$ cat src/rtl/rv32_pkg.sv
// Shared RV32 register-file constants and types used by the writeback path.
package rv32_pkg;

    localparam int XLEN       = 32;
    localparam int REG_ADDR_W = 5;
    localparam int NUM_REGS   = 1 << REG_ADDR_W;

    typedef logic [REG_ADDR_W-1:0] reg_addr_t;
    typedef logic [XLEN-1:0]       xlen_t;

    localparam reg_addr_t REG_ZERO = 5'd0;

    // True when the destination is the hardwired-zero register.
    function automatic logic is_zero_reg(input reg_addr_t addr);
        return (addr == REG_ZERO);
    endfunction

endpackage

$ cat src/rtl/wb_write_arbiter_if.sv
// Bundle of the writeback arbiter's handshakes, register-file write port and scoreboard.
// "master" is the pipeline side that offers results; "slave" is the arbiter.
interface wb_write_arbiter_if #(
    parameter int XLEN = rv32_pkg::XLEN,
    parameter int AW   = rv32_pkg::REG_ADDR_W
);
    logic                 alu_valid;
    logic                 alu_ready;
    logic [AW-1:0]        alu_rd;
    logic [XLEN-1:0]      alu_data;

    logic                 ld_issue_valid;
    logic                 ld_issue_ready;
    logic [AW-1:0]        ld_issue_rd;

    logic                 ld_resp_valid;
    logic                 ld_resp_ready;
    logic [XLEN-1:0]      ld_resp_data;

    logic                 we3;
    logic [AW-1:0]        a3;
    logic [XLEN-1:0]      wd3;

    logic [(1<<AW)-1:0]   busy;
    logic                 lq_full;

    modport master (
        output alu_valid, alu_rd, alu_data,
        output ld_issue_valid, ld_issue_rd,
        output ld_resp_valid, ld_resp_data,
        input  alu_ready, ld_issue_ready, ld_resp_ready,
        input  we3, a3, wd3, busy, lq_full
    );

    modport slave (
        input  alu_valid, alu_rd, alu_data,
        input  ld_issue_valid, ld_issue_rd,
        input  ld_resp_valid, ld_resp_data,
        output alu_ready, ld_issue_ready, ld_resp_ready,
        output we3, a3, wd3, busy, lq_full
    );
endinterface

$ cat src/rtl/wb_tag_fifo.sv
// In-order tag FIFO holding destination registers of outstanding loads.
// Exposes per-entry valid bits and the raw tag storage so the owner can
// build a scoreboard without walking the pointers.
module wb_tag_fifo #(
    parameter int DEPTH = 4,
    parameter int W     = 5
) (
    input  logic                  clk,
    input  logic                  rst_n,
    input  logic                  push,
    input  logic [W-1:0]          din,
    input  logic                  pop,
    output logic [W-1:0]          dout,
    output logic                  full,
    output logic                  empty,
    output logic [DEPTH-1:0]      entry_valid,
    output logic [DEPTH-1:0][W-1:0] entries
);

    localparam int IW = $clog2(DEPTH);
    localparam int PW = IW + 1;
    localparam logic [PW-1:0] PTR_ONE = {{(PW-1){1'b0}}, 1'b1};

    logic [PW-1:0]           wr_ptr_r;
    logic [PW-1:0]           rd_ptr_r;
    logic [DEPTH-1:0][W-1:0] mem_r;
    logic [DEPTH-1:0]        vld_r;
    logic                    full_s;
    logic                    empty_s;
    logic                    push_ok_s;
    logic                    pop_ok_s;

    // Wrap-bit pointer compare: equal means empty, MSB-only difference means full.
    always_comb begin
        empty_s   = (wr_ptr_r == rd_ptr_r);
        full_s    = (wr_ptr_r[PW-1] != rd_ptr_r[PW-1]) &&
                    (wr_ptr_r[IW-1:0] == rd_ptr_r[IW-1:0]);
        push_ok_s = push & ~full_s;
        pop_ok_s  = pop & ~empty_s;
    end

    // Pointer advance on accepted push/pop.
    always_ff @(posedge clk or negedge rst_n) begin
        if (!rst_n) begin
            wr_ptr_r <= '0;
            rd_ptr_r <= '0;
        end else begin
            if (push_ok_s) begin
                wr_ptr_r <= wr_ptr_r + PTR_ONE;
            end
            if (pop_ok_s) begin
                rd_ptr_r <= rd_ptr_r + PTR_ONE;
            end
        end
    end

    // Tag storage and occupancy bits; push and pop never hit the same slot
    // in one cycle because a pop needs non-empty and a push needs non-full.
    always_ff @(posedge clk or negedge rst_n) begin
        if (!rst_n) begin
            mem_r <= '0;
            vld_r <= '0;
        end else begin
            if (push_ok_s) begin
                mem_r[wr_ptr_r[IW-1:0]] <= din;
                vld_r[wr_ptr_r[IW-1:0]] <= 1'b1;
            end
            if (pop_ok_s) begin
                vld_r[rd_ptr_r[IW-1:0]] <= 1'b0;
            end
        end
    end

    assign dout        = mem_r[rd_ptr_r[IW-1:0]];
    assign full        = full_s;
    assign empty       = empty_s;
    assign entry_valid = vld_r;
    assign entries     = mem_r;

endmodule

$ cat src/rtl/wb_write_arbiter.sv
// Writeback arbiter: merges load responses and ALU results onto the single
// register-file write port, and exports a busy scoreboard of pending loads.
module wb_write_arbiter
    import rv32_pkg::*;
#(
    parameter int XLEN     = rv32_pkg::XLEN,
    parameter int AW       = rv32_pkg::REG_ADDR_W,
    parameter int LQ_DEPTH = 4
) (
    input  logic             clk,
    input  logic             rst_n,
    wb_write_arbiter_if.slave bus
);

    localparam int NR = 1 << AW;

    logic                          fifo_full_s;
    logic                          fifo_empty_s;
    logic [AW-1:0]                 head_rd_s;
    logic [LQ_DEPTH-1:0]           entry_valid_s;
    logic [LQ_DEPTH-1:0][AW-1:0]   entries_s;

    logic                          resp_fire_s;
    logic                          alu_ready_s;
    logic                          alu_fire_s;
    logic                          issue_ready_s;
    logic                          issue_fire_s;
    logic [NR-1:0]                 busy_s;

    logic                          we3_r;
    logic [AW-1:0]                 a3_r;
    logic [XLEN-1:0]               wd3_r;

    wb_tag_fifo #(
        .DEPTH (LQ_DEPTH),
        .W     (AW)
    ) u_tag_fifo (
        .clk         (clk),
        .rst_n       (rst_n),
        .push        (issue_fire_s),
        .din         (bus.ld_issue_rd),
        .pop         (resp_fire_s),
        .dout        (head_rd_s),
        .full        (fifo_full_s),
        .empty       (fifo_empty_s),
        .entry_valid (entry_valid_s),
        .entries     (entries_s)
    );

    // Scoreboard: OR of every valid queued tag; x0 can never be busy.
    always_comb begin
        busy_s = '0;
        for (int i = 0; i < LQ_DEPTH; i++) begin
            busy_s[entries_s[i]] = busy_s[entries_s[i]] | entry_valid_s[i];
        end
        busy_s[0] = 1'b0;
    end

    // Handshakes: a load response wins the port; ALU also waits on a pending load to its rd.
    always_comb begin
        issue_ready_s = ~fifo_full_s;
        issue_fire_s  = bus.ld_issue_valid & issue_ready_s;
        resp_fire_s   = bus.ld_resp_valid & ~fifo_empty_s;
        alu_ready_s   = ~resp_fire_s & ~busy_s[bus.alu_rd];
        alu_fire_s    = bus.alu_valid & alu_ready_s;
    end

    // Registered write port; address/data hold when idle, x0 writes are suppressed.
    always_ff @(posedge clk or negedge rst_n) begin
        if (!rst_n) begin
            we3_r <= 1'b0;
            a3_r  <= '0;
            wd3_r <= '0;
        end else if (resp_fire_s) begin
            we3_r <= ~is_zero_reg(head_rd_s);
            a3_r  <= head_rd_s;
            wd3_r <= bus.ld_resp_data;
        end else if (alu_fire_s) begin
            we3_r <= ~is_zero_reg(bus.alu_rd);
            a3_r  <= bus.alu_rd;
            wd3_r <= bus.alu_data;
        end else begin
            we3_r <= 1'b0;
        end
    end

    assign bus.alu_ready      = alu_ready_s;
    assign bus.ld_issue_ready = issue_ready_s;
    assign bus.ld_resp_ready  = ~fifo_empty_s;
    assign bus.we3            = we3_r;
    assign bus.a3             = a3_r;
    assign bus.wd3            = wd3_r;
    assign bus.busy           = busy_s;
    assign bus.lq_full        = fifo_full_s;

endmodule

$ cat src/flat_wrapper.sv
// flat-port wrapper written by rule: the top's interface ports become plain ports
module wb_write_arbiter_flat import rv32_pkg::*;
#(
    parameter int XLEN     = rv32_pkg::XLEN,
    parameter int AW       = rv32_pkg::REG_ADDR_W,
    parameter int LQ_DEPTH = 4
)
  (clk, rst_n, bus_alu_valid, bus_alu_rd, bus_alu_data, bus_ld_issue_valid, bus_ld_issue_rd, bus_ld_resp_valid, bus_ld_resp_data, bus_alu_ready, bus_ld_issue_ready, bus_ld_resp_ready, bus_we3, bus_a3, bus_wd3, bus_busy, bus_lq_full);
  wb_write_arbiter_if #(.XLEN(XLEN), .AW(AW)) bus_i ();
  input  logic clk;
  input  logic rst_n;
  input wire logic [$bits(bus_i.alu_valid)-1:0] bus_alu_valid;
  input wire logic [$bits(bus_i.alu_rd)-1:0] bus_alu_rd;
  input wire logic [$bits(bus_i.alu_data)-1:0] bus_alu_data;
  input wire logic [$bits(bus_i.ld_issue_valid)-1:0] bus_ld_issue_valid;
  input wire logic [$bits(bus_i.ld_issue_rd)-1:0] bus_ld_issue_rd;
  input wire logic [$bits(bus_i.ld_resp_valid)-1:0] bus_ld_resp_valid;
  input wire logic [$bits(bus_i.ld_resp_data)-1:0] bus_ld_resp_data;
  output wire logic [$bits(bus_i.alu_ready)-1:0] bus_alu_ready;
  output wire logic [$bits(bus_i.ld_issue_ready)-1:0] bus_ld_issue_ready;
  output wire logic [$bits(bus_i.ld_resp_ready)-1:0] bus_ld_resp_ready;
  output wire logic [$bits(bus_i.we3)-1:0] bus_we3;
  output wire logic [$bits(bus_i.a3)-1:0] bus_a3;
  output wire logic [$bits(bus_i.wd3)-1:0] bus_wd3;
  output wire logic [$bits(bus_i.busy)-1:0] bus_busy;
  output wire logic [$bits(bus_i.lq_full)-1:0] bus_lq_full;
  assign bus_i.alu_valid = bus_alu_valid;
  assign bus_i.alu_rd = bus_alu_rd;
  assign bus_i.alu_data = bus_alu_data;
  assign bus_i.ld_issue_valid = bus_ld_issue_valid;
  assign bus_i.ld_issue_rd = bus_ld_issue_rd;
  assign bus_i.ld_resp_valid = bus_ld_resp_valid;
  assign bus_i.ld_resp_data = bus_ld_resp_data;
  assign bus_alu_ready = bus_i.alu_ready;
  assign bus_ld_issue_ready = bus_i.ld_issue_ready;
  assign bus_ld_resp_ready = bus_i.ld_resp_ready;
  assign bus_we3 = bus_i.we3;
  assign bus_a3 = bus_i.a3;
  assign bus_wd3 = bus_i.wd3;
  assign bus_busy = bus_i.busy;
  assign bus_lq_full = bus_i.lq_full;
  wb_write_arbiter #(.XLEN(XLEN), .AW(AW), .LQ_DEPTH(LQ_DEPTH)) u_core (.clk(clk), .rst_n(rst_n), .bus(bus_i));
endmodule
$ cat config.mk
export PLATFORM = sky130hd
export DESIGN_NAME = wb_write_arbiter_flat
export DESIGN_NICKNAME = d
export VERILOG_FILES = /design/src/rtl/rv32_pkg.sv /design/src/rtl/wb_write_arbiter_if.sv /design/src/rtl/wb_tag_fifo.sv /design/src/rtl/wb_write_arbiter.sv /design/src/flat_wrapper.sv
export SDC_FILE = /design/constraint.sdc
export NUM_CORES = 1
export LEC_CHECK = 0
export ABC_AREA = 1
export CORE_MARGIN = 2
export CORE_UTILIZATION = 53
export DETAILED_ROUTE_END_ITERATION = 6
export PLACE_DENSITY = 0.89
export RECOVER_POWER = 25
export SYNTH_ARGS = -nofsm -noshare
export SYNTH_HDL_FRONTEND = slang
export SYNTH_SLANG_ARGS = --single-unit
$ cat constraint.sdc
create_clock -name clk -period 6.37 [get_ports clk]
set_input_delay 1.911 -clock clk [delete_from_list [all_inputs] [get_ports clk]]
set_output_delay 1.911 -clock clk [all_outputs]
set_load 0.05 [all_outputs]
# [Yosys cells after proc, flatten, opt, wreduce, memory -nomap -nowiden]
# Memories as Yosys holds them, arrays and structs flattened.
# Index checks and enable logic that the tools add are counted.
[op_classes] add_sub_neg=2 mul=0 div_mod_pow=0 magnitude_cmp=13 eq_ne=3 shifts=0 muxes=37 bitwise_logic=20 n_reduce_logical=10
[ops] op="32-bit bitwise mux" count=3
[ops] op="32-bit two-way mux" count=2
[ops] op="32-bit bitwise AND" count=1
[ops] op="5-bit by 6-bit < comparator with 1-bit output, second input constant" count=5
[ops] op="1-bit binary-select mux with 5-bit select" count=4
[ops] op="20-bit bitwise mux" count=1
[ops] op="1-bit demux with 5-bit select" count=4
[ops] op="5-bit by 1-bit >= comparator with 1-bit output, second input constant" count=4
[ops] op="5-bit two-way mux" count=4
[ops] op="1-bit two-way mux" count=13
[ops] op="5-bit binary-select mux with 2-bit select" count=1
[ops] op="5-bit demux with 2-bit select" count=1
[ops] op="5-bit logical NOT" count=2
[ops] op="4-bit two-way mux" count=2
[ops] op="1-bit logical AND" count=7
[ops] op="3-bit by 1-bit adder with 3-bit output, second input constant" count=2
[ops] op="1-bit bitwise AND" count=6
[ops] op="2-bit by 3-bit < comparator with 1-bit output, second input constant" count=2
[ops] op="1-bit NOT" count=6
[ops] op="4-bit bitwise AND" count=1
[ops] op="1-bit demux with 2-bit select" count=2
[ops] op="2-bit by 1-bit >= comparator with 1-bit output, second input constant" count=2
[ops] op="4-bit NOT" count=1
[ops] op="1-bit OR" count=4
[ops] op="5 further kinds" count=5
[word_totals] register_bits=68 latchBits=0 ramBits=0 rom_bits=32 inputBits=79 out_inout_bits=74 elab_cells=96 memories=1
[memory_table] memory="(no name shown)" depth=32 word_bits=1 read_ports=1 rd_ports_with_merged_regs=0 wr=0 line="wb_write_arbiter.sv:54" text="busy_s[entries_s[i]] = busy_s[entries_s[i]] | entry_valid_s[i];"

# [Longest topological paths before layout]
[logic_depth] word_depth=24 ltp_mapped=40 ltp_nobuf=36

# [By module]
# From an unflattened synthesis, not the netlist that was laid out.
[hier_totals] hier_cells=1273 hier_area_um2=7388.3
[modules_own_cells] module="wb_write_arbiter" instances=1 cells_per_inst=1101 area_per_inst_um2=5820.6
[modules_own_cells] module="wb_tag_fifo" instances=1 cells_per_inst=172 area_per_inst_um2=1567.8

# [Worst setup path before layout]
# No wires, ideal clock.
[synth_path] path_kind="reg2out" from="register u_core.u_tag_fifo.mem_r (netlist bit u_core.u_tag_fifo.entries[6])" to="output port bus_alu_ready" t_arrival_ps=4202 slack_ps=257 stages_incl_launch_ff=32 path_buffers=3 path_cell_list="dfrtp_1 nor2_1 inv_2 nor2_1 nand2_1 nand2_1 inv_1 nand2_1 nor2_1 nand2_1 nor2_4 buf_2 nand3_1 nand3_1 nand3_1 o21bai_1 nor2_1 nor2_2 buf_2 nand3_1 nand3_1 o21ai_1 o21ai_1 nand2_1 nor2_2 buf_2 a31oi_1 nand2_1 nand3_1 nand3_1 nand3_1 nand2_1"
[synth_between] elab_chain_cells=17
[synth_lines] element="start, declared" line="wb_tag_fifo.sv:26" text="logic [DEPTH-1:0][W-1:0] mem_r;"
[synth_lines] element="start signal, assigned by index" line="wb_tag_fifo.sv:65" text="mem_r[wr_ptr_r[IW-1:0]] <= din;"
[synth_lines] element="5-bit by 6-bit < comparator with 1-bit output (not written as such) or 5-bit by 1-bit >= comparator with 1-bit output (tied branches)" line="wb_write_arbiter.sv:54"
[synth_lines] element="1-bit logical AND (not written as such)" line="wb_write_arbiter.sv:54"
[synth_lines] element="1-bit two-way mux (not written as such)" line="wb_write_arbiter.sv:54"
[synth_lines] element="1-bit demux with 5-bit select"
[synth_lines] element="32-bit bitwise mux (*)" line="wb_write_arbiter.sv:54"
[synth_lines] element="1-bit binary-select mux with 5-bit select" line="wb_write_arbiter.sv:54"
[synth_lines] element="1-bit two-way mux (not written as such)" line="wb_write_arbiter.sv:54"
[synth_lines] element="1-bit OR" line="wb_write_arbiter.sv:54"
[synth_lines] element="[2 not listed]"
[synth_lines] element="1-bit two-way mux (not written as such)" line="wb_write_arbiter.sv:54"
[synth_lines] element="1-bit OR" line="wb_write_arbiter.sv:54"
[synth_lines] element="32-bit bitwise mux (*)" line="wb_write_arbiter.sv:54"
[synth_lines] element="net bus_busy[21]" line="flat_wrapper.sv:25" text="output wire logic [$bits(bus_i.busy)-1:0] bus_busy;"
[synth_lines] element="1-bit binary-select mux with 5-bit select (*)" line="wb_write_arbiter.sv:64" text="alu_ready_s = ~resp_fire_s & ~busy_s[bus.alu_rd];"
[synth_lines] element="1-bit two-way mux (not written as such) (*)" line="wb_write_arbiter.sv:64"
[synth_lines] element="1-bit NOT (*)" line="wb_write_arbiter.sv:64"
[synth_lines] element="1-bit bitwise AND (*)" line="wb_write_arbiter.sv:64"
[synth_lines] element="end, declared" line="flat_wrapper.sv:19" text="output wire logic [$bits(bus_i.alu_ready)-1:0] bus_alu_ready;"
# The timed path passes the listed nets; every way through them passes the cells marked *. The select of a mux whose other input is x is not followed.

# [Worst setup path after layout]
[layout_path] from="register u_core.u_tag_fifo.mem_r (netlist bit u_core.u_tag_fifo.entries[8])" to="output port bus_alu_ready"
[layout_between] elab_chain_cells=17
[layout_lines] element="5-bit by 6-bit < comparator with 1-bit output (not written as such) or 5-bit by 1-bit >= comparator with 1-bit output (tied branches)" line="wb_write_arbiter.sv:54"
[layout_lines] element="1-bit logical AND (not written as such)" line="wb_write_arbiter.sv:54"
[layout_lines] element="1-bit two-way mux (not written as such)" line="wb_write_arbiter.sv:54"
[layout_lines] element="1-bit demux with 5-bit select"
[layout_lines] element="32-bit bitwise mux (*)" line="wb_write_arbiter.sv:54"
[layout_lines] element="1-bit binary-select mux with 5-bit select" line="wb_write_arbiter.sv:54"
[layout_lines] element="1-bit two-way mux (not written as such)" line="wb_write_arbiter.sv:54"
[layout_lines] element="1-bit OR" line="wb_write_arbiter.sv:54"
[layout_lines] element="32-bit bitwise mux (*)" line="wb_write_arbiter.sv:54"
[layout_lines] element="1-bit binary-select mux with 5-bit select" line="wb_write_arbiter.sv:54"
[layout_lines] element="1-bit two-way mux (not written as such)" line="wb_write_arbiter.sv:54"
[layout_lines] element="1-bit OR" line="wb_write_arbiter.sv:54"
[layout_lines] element="32-bit bitwise mux (*)" line="wb_write_arbiter.sv:54"
[layout_lines] element="1-bit binary-select mux with 5-bit select (*)" line="wb_write_arbiter.sv:64"
[layout_lines] element="1-bit two-way mux (not written as such) (*)" line="wb_write_arbiter.sv:64"
[layout_lines] element="1-bit NOT (*)" line="wb_write_arbiter.sv:64"
[layout_lines] element="1-bit bitwise AND (*)" line="wb_write_arbiter.sv:64"
# Every way passes the cells marked *; elsewhere a longest branch is shown, timed or not. The select of a mux whose other input is x is not followed.

==> impl_metrics.json <==
{
  "total_power_mw": 4.788,
  "grtUsageTotal_pct": 36.00,
  "cts_tree": "done",
  "synth-main-ff-cell": "dfrtp_1",
  "syn_nets": 1344,
  "clock_latency_ns": 0.34,
  "die_w_um": 119.2,
  "violations": "capacitance limit, slew limit, setup timing",
  "path_clk_slew_ns": 0.05,
  "period_minus_slack_ns": 6.586,
  "layout_setup_ws_ns": -0.2156,
  "hold_buffers": 0,
  "worst_pin_slew_ns": 3.589,
  "drtIter0Drc": 1062,
  "hold_start": "u_core.u_tag_fifo.rd_ptr_r[2]",
  "status": "finished with violations",
  "overflow": 0,
  "antenna_found_initial": 0,
  "fin_area_mm2": 0.009069,
  "hold_viol": 0,
  "hold-path-endpoint": "u_core.u_tag_fifo.rd_ptr_r[2]",
  "synth_edf_count": 0,
  "grt_pass1_vias": 8535,
  "yosysSeqAreaShare_pct": 24.20,
  "avgSynthCellArea_um2": 5.593,
  "coreArea_mm2": 0.01309,
  "ff2ff_setup_slack_ns": 1.20,
  "final_nets": 1471,
  "dpl_cell_area_mm2": 0.008648,
  "antenna_cells": 0,
  "dieArea_mm2": 0.01420,
  "cts.sink_count": 68,
  "r2r_cells": 33,
  "power_density_mw_per_mm2": 528.0,
  "post-place-cells": 1545,
  "final_layout_size_suffix_gt1_share_pct": 8.141,
  "leakagePower_nw": 4.295,
  "ir_drop_uv": 377.4,
  "fin_crit_sh_pct": 103.4,
  "vias_per_cell": 5.827,
  "timing.rr.end": "u_core.bus.a3[4]",
  "cts_buffers": 9,
  "cts_buffer_depth": 2,
  "synth_area_mm2": 0.007030,
  "pin_count": 153,
  "critPathMaxFanout": 22,
  "initial_utilization_pct": 53.73,
  "root_buffer": "clkbuf_16",
  "numPortBuffers": 151,
  "detail_route.wirelength_um": 25820,
  "multi_input_area_mm2": 0.004793,
  "drtAntennaViolNets": 0,
  "skew_ns": 0.005719,
  "r2r-start": "u_core.u_tag_fifo.entries[8]",
  "area_growth_pct": 28.99,
  "drc_errors": 0,
  "fmax_mhz": 151.8,
  "path_class": "reg -> out",
  "min_path_cells": 1,
  "layout.cells.non_filler": 1564,
  "vias": 9114,
  "drv_slew": 69,
  "crit_path_max_incr_delay_ns": 0.45,
  "rsz0062_at_grt": "true",
  "utilization_pct": 69.31,
  "yosysWarnings": 0,
  "slew_headroom_pct": -139.3,
  "cp-start-kind": "flop",
  "nFillCells": 1173,
  "first_pass_iters": 6,
  "die_h_um": 119.2,
  "synth_cells": 1257,
  "wl_per_cell_um": 16.51,
  "worstPathArrival_ns": 4.67,
  "worstPathRequired_ns": 4.46,
  "synth-seq-cells": 68,
  "worst_setup_path_end_kind": "primary output",
  "grt_max_degree": 78,
  "async_flop_share_pct": 100.0,
  "htree_levels": 3,
  "gp_congestion": 0.9898,
  "rows": 42,
  "grt_pass1_wl_um": 41460,
  "cap_violations": 1,
  "min-delay-path-class": "reg -> reg",
  "seq_area_mm2": 0.001707,
  "finalSetupViolations": 1,
  "dp_hpwl_um": 18650,
  "ys_types": 35,
  "cp_slowest_cell": "dfrtp_1"
}
==> kinds of logic after synthesis <==
family / after synthesis / synth area share (%)
simple gates: 852 / 51.27
compound gates: 177 / 13.69
buf+inv: 146 / 8.738
flops: 68 / 24.20
fa+ha+maj: 8 / 1.424
xor+xnor: 5 / 0.6230
other cells: 1 / 0.05334
==> report_power, final <==
| part | leakage (nW) | internal, mW | switching [mW] |
|---|---|---|---|
| Sequential | 0.834 | 0.646 | 0.235 |
| Combinational | 3.33 | 1.02 | 2.43 |
| Clock | 0.135 | 0.281 | 0.171 |
| Total | 4.29 | 1.95 | 2.84 |
==> critical path: cells and delay by family, from the launching register on <==
kind	cells	cell delay, ns
AND/OR/NAND/NOR	20	2.41
AO/OA/AOI/OAI	5	0.64
flip-flops	1	0.45
buffers and inverters	5	0.85
==> sequential cells by signal, summed over array words and instances (netlist names) <==
register,count
u_core.bus.we3,1
u_core.u_tag_fifo.rd_ptr_r,3
u_core.bus.wd3,32
u_core.u_tag_fifo.wr_ptr_r,3
u_core.u_tag_fifo.entry_valid,4
u_core.bus.a3,5
u_core.u_tag_fifo.entries,20
==> cell usage in the layout (no fill, tap or decap), drive strengths merged, types with 2 or more instances in the layout <==
master / count
nor4: 2
clkdlybuf4s50: 117
dfrtp: 68
o211ai: 4
buf: 59
nand3: 230
clkinv: 3
xor2: 3
nand4: 2
nor2: 175
xnor2: 2
nand2: 411
clkbuf: 16
o21bai: 11
a21oi: 9
or2: 2
and2: 24
o22ai: 28
nor3: 4
o21ai: 123
ha: 8
inv: 81
==> final cells by class <==
cell class | instances | area share [%]
Sequential cell | 68 | 18.82
Multi-Input combinational cell | 1043 | 52.86
Clock buffer | 13 | 2.870
Tap cell | 176 | 2.428
Timing Repair Buffer | 180 | 19.52
Clock inverter | 2 | 0.1104
Inverter | 82 | 3.394
==> Yosys cell counts (3+ instances only) <==
library cell	instances	area, um2
buf_1	4	15.01
nor3_1	4	20.02
clkbuf_1	31	116.4
o21ai_0	106	530.5
a21oi_1	9	45.04
ha_1	8	100.1
xor2_1	3	26.28
buf_4	7	52.55
nand3_1	229	1146
nor2_2	4	25.02
o21ai_1	17	85.08
buf_2	20	100.1
o211ai_1	4	30.03
o21bai_1	11	82.58
inv_1	71	266.5
nand2_1	410	1539
dfrtp_1	68	1702
and2_1	24	150.1
o22ai_1	28	175.2
inv_2	10	37.54
nor2_1	169	634.4
==> worst max-delay path by stage <==
stage,from,end,slack [ns],cells after the start
3_3_place_gp,u_core.u_tag_fifo.entries[6],bus_alu_ready,0.24,31
4_1_cts,u_core.u_tag_fifo.entries[3],bus_alu_ready,-0.009,32
6_report,u_core.u_tag_fifo.entries[8],bus_alu_ready,-0.22,30
2_1_floorplan,u_core.u_tag_fifo.entries[6],bus_alu_ready,0.26,31
3_5_place_dp,u_core.u_tag_fifo.entries[6],bus_alu_ready,0.23,31
5_1_grt,u_core.u_tag_fifo.entries[2],bus_alu_ready,-0.47,33
==> timing repair <==
| action | in CTS | in global routing |
|---|---|---|
| gates resized for setup | 16 | 7 |
| endpoints found under the setup margin | 1 | 31 |
| setup buffers | 0 | 2 |
| pin swaps | 1 | 3 |
| cloned | 0 | 2 |
==> per-layer routing <==
| layer | vias to the layer above | share of wire, % | track usage, % |
|---|---|---|---|
| li1 | 4361 | - | - |
| met1 | 4101 | 37 | 43.00 |
| met2 | 546 | 48 | 61.31 |
| met3 | 106 | 9.2 | 6.418 |
| met4 | 0 | 5.2 | 19.57 |
| met5 | - | 0 | 0 |
==> stage by stage <==
step / setup slack [ns] / setup TNS [ns] / hold WS [ns]
after floorplan: 0.2566 / 0 / 0.4617
after global placement: 0.2427 / 0 / 0.4788
after detailed placement: 0.2270 / 0 / 0.4822
after CTS: -0.008704 / -0.008704 / 0.4910
after global routing: -0.4699 / -0.6323 / 0.5068
final: -0.2156 / -0.2156 / 0.4879
No activity file was read; power rests on OpenSTA's default activity.
